==> src/rtl/conv_encoder_tx.sv <==
// Rate-1/2, K=3 convolutional encoder, generators (7,5) octal.
// One coded symbol per accepted bit, plus two zero tail symbols per frame.
module conv_encoder_tx #(
  parameter int unsigned FRAME_LEN = 16
) (
  input  logic       i_clk,
  input  logic       i_rst,
  input  logic       i_start,
  input  logic       i_valid,
  input  logic       i_bit,
  output logic       o_ready,
  input  logic       i_ready,
  output logic       o_valid,
  output logic [1:0] o_data,
  output logic       o_sof,
  output logic       o_eof,
  output logic       o_busy
);

  localparam int unsigned CW = $clog2(FRAME_LEN + 1);

  typedef enum logic [1:0] {
    IDLE,
    DATA,
    TAIL
  } state_t;

  state_t        state, state_nxt;
  logic          s1, s0;
  logic [CW-1:0] cnt, cnt_nxt;
  logic          slot_free;
  logic          gen;
  logic          u;
  logic          clr;
  logic          sof_nxt;
  logic          eof_nxt;

  always_comb begin
    slot_free = !o_valid || i_ready;
    state_nxt = state;
    cnt_nxt   = cnt;
    o_ready   = 1'b0;
    gen       = 1'b0;
    u         = 1'b0;
    clr       = 1'b0;
    sof_nxt   = 1'b0;
    eof_nxt   = 1'b0;
    case (state)
      IDLE: begin
        if (i_start) begin
          clr       = 1'b1;
          cnt_nxt   = '0;
          state_nxt = DATA;
        end
      end
      DATA: begin
        o_ready = slot_free;
        if (i_valid && slot_free) begin
          gen     = 1'b1;
          u       = i_bit;
          sof_nxt = (cnt == '0);
          if (cnt == CW'(FRAME_LEN - 1)) begin
            cnt_nxt   = '0;
            state_nxt = TAIL;
          end else begin
            cnt_nxt = cnt + 1'b1;
          end
        end
      end
      TAIL: begin
        // Tail symbols flush the register with zeros; the second one ends the frame.
        if (slot_free) begin
          gen     = 1'b1;
          cnt_nxt = cnt + 1'b1;
          if (cnt == CW'(1)) begin
            eof_nxt   = 1'b1;
            state_nxt = IDLE;
          end
        end
      end
      default: state_nxt = IDLE;
    endcase
  end

  assign o_busy = (state != IDLE);

  always_ff @(posedge i_clk or posedge i_rst) begin
    if (i_rst) begin
      state <= IDLE;
    end else begin
      state <= state_nxt;
    end
  end

  always_ff @(posedge i_clk or posedge i_rst) begin
    if (i_rst) begin
      s1      <= 1'b0;
      s0      <= 1'b0;
      cnt     <= '0;
      o_valid <= 1'b0;
      o_data  <= '0;
      o_sof   <= 1'b0;
      o_eof   <= 1'b0;
    end else begin
      cnt <= cnt_nxt;
      if (clr) begin
        s1 <= 1'b0;
        s0 <= 1'b0;
      end else if (gen) begin
        s1 <= u;
        s0 <= s1;
      end
      if (gen) begin
        o_data  <= {u ^ s1 ^ s0, u ^ s0};
        o_valid <= 1'b1;
        o_sof   <= sof_nxt;
        o_eof   <= eof_nxt;
      end else if (o_valid && i_ready) begin
        o_valid <= 1'b0;
        o_sof   <= 1'b0;
        o_eof   <= 1'b0;
      end
    end
  end

endmodule

==> config.mk <==
export PLATFORM = sky130hd
export DESIGN_NAME = conv_encoder_tx
export DESIGN_NICKNAME = d
export VERILOG_FILES = /design/src/rtl/conv_encoder_tx.sv
export SDC_FILE = /design/constraint.sdc
export NUM_CORES = 1
export LEC_CHECK = 0
export CORE_UTILIZATION = 30
export DETAILED_ROUTE_END_ITERATION = 7
export PLACE_DENSITY = 0.48
export SYNTH_ARGS = -nofsm -noshare
export SYNTH_HDL_FRONTEND = slang
export SYNTH_SLANG_ARGS = --single-unit
==> constraint.sdc <==
create_clock -name i_clk -period 6 [get_ports i_clk]
set_input_delay 1.2 -clock i_clk [delete_from_list [all_inputs] [get_ports i_clk]]
set_output_delay 1.2 -clock i_clk [all_outputs]
set_load 0.01 [all_outputs]
==> impl_metrics.env <==
export IMPL_status="complete, but fails checks"
export IMPL_violations="DRC"
export IMPL_yosys_area_top_type="dfrtp_1"
export IMPL_clock_sinks=14
export IMPL_critPathTopFamily="buffers and inverters"
export IMPL_placed_cells=141
export IMPL_r2r_slack_ps=3850
export IMPL_area_growth_syn_to_layout_pct=19.97
export IMPL_clock_fmax_mhz=258.7
export IMPL_r2r_cells=6
export IMPL_clk_latency_ps=290
export IMPL_cp_endpoint="o_ready"
export IMPL_ant_nets=0
export IMPL_antenna_found_initial=0
export IMPL_crit_buf_inv=2
export IMPL_wl_per_cell_um=13.79
export IMPL_synth_top_family_by_area="simple AND/OR/NAND/NOR gates"
export IMPL_min_period_over_period_pct=64.42
export IMPL_worstPathArrival_ps=2660
export IMPL_first_pass_iters=6
export IMPL_htreeDepth=1
export IMPL_antenna_cells=0
export IMPL_power_density_mw_per_mm2=375.1
export IMPL_crit_path_start="i_ready"
export IMPL_root_buffer="clkbuf_4"
export IMPL_hold_ws_ps=482.3
export IMPL_r2r_end="cnt[2]"
export IMPL_ys_ff_latch=14
export IMPL_max_slew_margin_rel_pct=59.32
export IMPL_finalCriticalPeriod_ps=3865
export IMPL_cpMaxStageDelayCell="clkdlybuf4s50_1"
export IMPL_grt_first_pass_wirelength_um=3470
export IMPL_pre_cts_ws_ps=2146
export IMPL_dieHeight_um=57.41
export IMPL_slew_viol_final=0
export IMPL_cts_made_buffers=3
export IMPL_p_leak_nw=0.5044
export IMPL_ys_top_cells_by_count="14 x dfrtp_1, 11 x nand3_1, 10 x ha_1"
export IMPL_hold_class="register to register"
export IMPL_cap_violations=0
export IMPL_setup_viol=0
export IMPL_yosys_area_share_simple_pct=22.28
export IMPL_path_class="input pin to output port"
export IMPL_yosys_warnings=0
export IMPL_grt_max_degree=15
export IMPL_r2r_start="state[1]"
export IMPL_dieArea_sq_mm=0.003295
export IMPL_post_cts_buffers=0
export IMPL_cts_resized=0
export IMPL_rows=19
export IMPL_synthXorXnorAreaFrac_pct=2.853
export IMPL_totalWireLength_um=2000
export IMPL_synth_area_leaders="dfrtp_1 38%, ha_1 14%, nand3_1 6.0%"
export IMPL_syn_area_sq_um=920.9
export IMPL_nets=131
export IMPL_hpwl_um=1495
export IMPL_finalNonFillerCells=145
export IMPL_synth_fp_nets=115
export IMPL_ios=13
export IMPL_cp_common_cell="clkdlybuf4s50_1"
export IMPL_setup_ws_ps=2135
export IMPL_power_total_w=0.0004144
export IMPL_tightest_slew_ps=601.7
export IMPL_cts_tree="built"
export IMPL_vias=730
export IMPL_crit_path_max_incr_delay_ps=530
export IMPL_worstPathMaxFanout=7
export IMPL_synth_compound_area_share_pct=17.26
export IMPL_grt_ovfl_total=0
export IMPL_fin_tns_setup_ps=0
export IMPL_drive_above_1_share_pct=6.140
export IMPL_cp_num_cells=4
export IMPL_initial_core_util_pct=32.55
export IMPL_cts_buffer_depth=2
export IMPL_core_area_sq_mm=0.002829
export IMPL_synth_mux_area_share_pct=1.087
export IMPL_syn_inst=99
export IMPL_synth_edf_count=0
export IMPL_io_buffer_count=12
export IMPL_synth_most_common_cell="dfrtp_1"
export IMPL_ctsHoldBuffers=0
export IMPL_hold_viol=0
export IMPL_crit_path_cell_trace="clkdlybuf4s50_1 -> nand2b_1 -> and2_1 -> clkdlybuf4s50_1"
export IMPL_synthArstFlopShare_pct=100.0
export IMPL_crit_path_start_kind="input pin"
export IMPL_grt_pass1_vias=752
export IMPL_cp_end_kind="output port"
export IMPL_rsz0062_at_grt="false"
export IMPL_ir_drop_uv=128.0
export IMPL_drcViolationCount=1
export IMPL_required_ps=4800
export IMPL_vias_per_cell=5.034
export IMPL_gp_congestion=0.7796
export IMPL_synth_ff_type="dfrtp_1"
export IMPL_grt_total_usage_pct=13.91
export IMPL_drt_initial_drc_count=29
export IMPL_synth_adder_area_share_pct=13.59
export IMPL_fill_cells=299
export IMPL_synth_distinct_cells=29
export IMPL_clkSlewWorstSetupHoldPaths_ps=100
export IMPL_synth_top_area_share_pct=38.04
export IMPL_ys_seq_area_share_pct=38.04
export IMPL_avgSynthCellArea_sq_um=9.302
export IMPL_die_x_um=57.41
export IMPL_skew_ps=10.87
==> worst reg2reg max path, delay by kind of cell, from the launching register on <==
family                   cells  cell delay, ps
AO/OA/AOI/OAI                3             970
adder cells (fa/ha/maj)      1             310
AND/OR/NAND/NOR              1             300
flip-flops                   1             380
buffers and inverters        1             100
==> routing by layer <==
| layer | global-route usage [%] | vias up | wire, um |
|---|---|---|---|
| li1 | - | 373 | - |
| met1 | 17.25 | 343 | 958 |
| met2 | 22.76 | 12 | 972 |
| met3 | 4.762 | 2 | 52 |
| met4 | 4.181 | 0 | 17 |
| met5 | 0 | - | 0 |
==> sequential cells by signal (all words and copies together) (netlist names) <==
register	flops
o_data	2
s1	1
cnt	5
o_eof	1
state	2
o_sof	1
o_valid	1
s0	1
==> kinds of logic after synthesis <==
group / Yosys count
buf+inv: 10
xor+xnor: 3
mux: 1
flops: 14
compound gates: 22
simple gates: 39
fa+ha+maj: 10
==> worst min path at each step <==
stage / start / endpoint / slack, ps / cells after the start
finish: o_eof / o_eof / 480 / 2
global route: o_eof / o_eof / 530 / 2
CTS: o_eof / o_eof / 490 / 2
detailed placement: o_eof / o_eof / 460 / 2
global placement: o_eof / o_eof / 460 / 2
floorplan: o_eof / o_eof / 510 / 2
==> layout by cell type (no fill, tap or decap) <==
master	netlist	layout
a22oi_1	1	1
nor4b_1	1	1
a2111oi_4	1	1
dfrtp_1	14	14
o21a_1	1	1
a2bb2oi_1	1	1
nand2b_1	2	2
a211oi_1	1	1
a31o_2	1	1
and2_1	1	1
nand3_1	11	11
ha_1	10	10
nand2_1	9	9
clkbuf_4	0	3
inv_1	9	9
clkbuf_8	0	1
o2bb2ai_1	1	1
o21ai_0	8	8
nand4_1	2	2
xnor2_1	3	3
mux2i_1	1	1
nor2b_1	6	6
clkdlybuf4s50_1	0	12
and3b_1	1	1
a21o_1	1	1
a32o_1	1	1
o21ai_1	1	1
or2_4	1	1
a21oi_1	4	4
nor2_1	3	3
nor3_1	2	2
==> cell type report <==
class                      count  area (sq um)  area share (%)
multi-input combinational     75         525.5           47.57
sequential                    14         350.3           31.71
timing repair buffer          12         120.1           10.87
tap                           31         38.79           3.511
clock buffer                   4         36.28           3.284
inverter                       9         33.78           3.058
==> through the flow <==
step | area (sq um) | util (%)
after floorplan | 920.9 | -
after global placement | 1069 | 37.77
after detailed placement | 1069 | 37.77
after CTS | 1105 | 39.05
after global routing | 1105 | 39.05
final | 1105 | 39.05
==> power breakdown <==
group | internal (W) | leakage (nW) | switching (W)
registers | 0.000116 | 0.190 | 0.0000175
logic | 0.000101 | 0.294 | 0.000110
clock network | 0.0000369 | 0.0210 | 0.0000328
No activity file was read; power rests on OpenSTA's default activity.
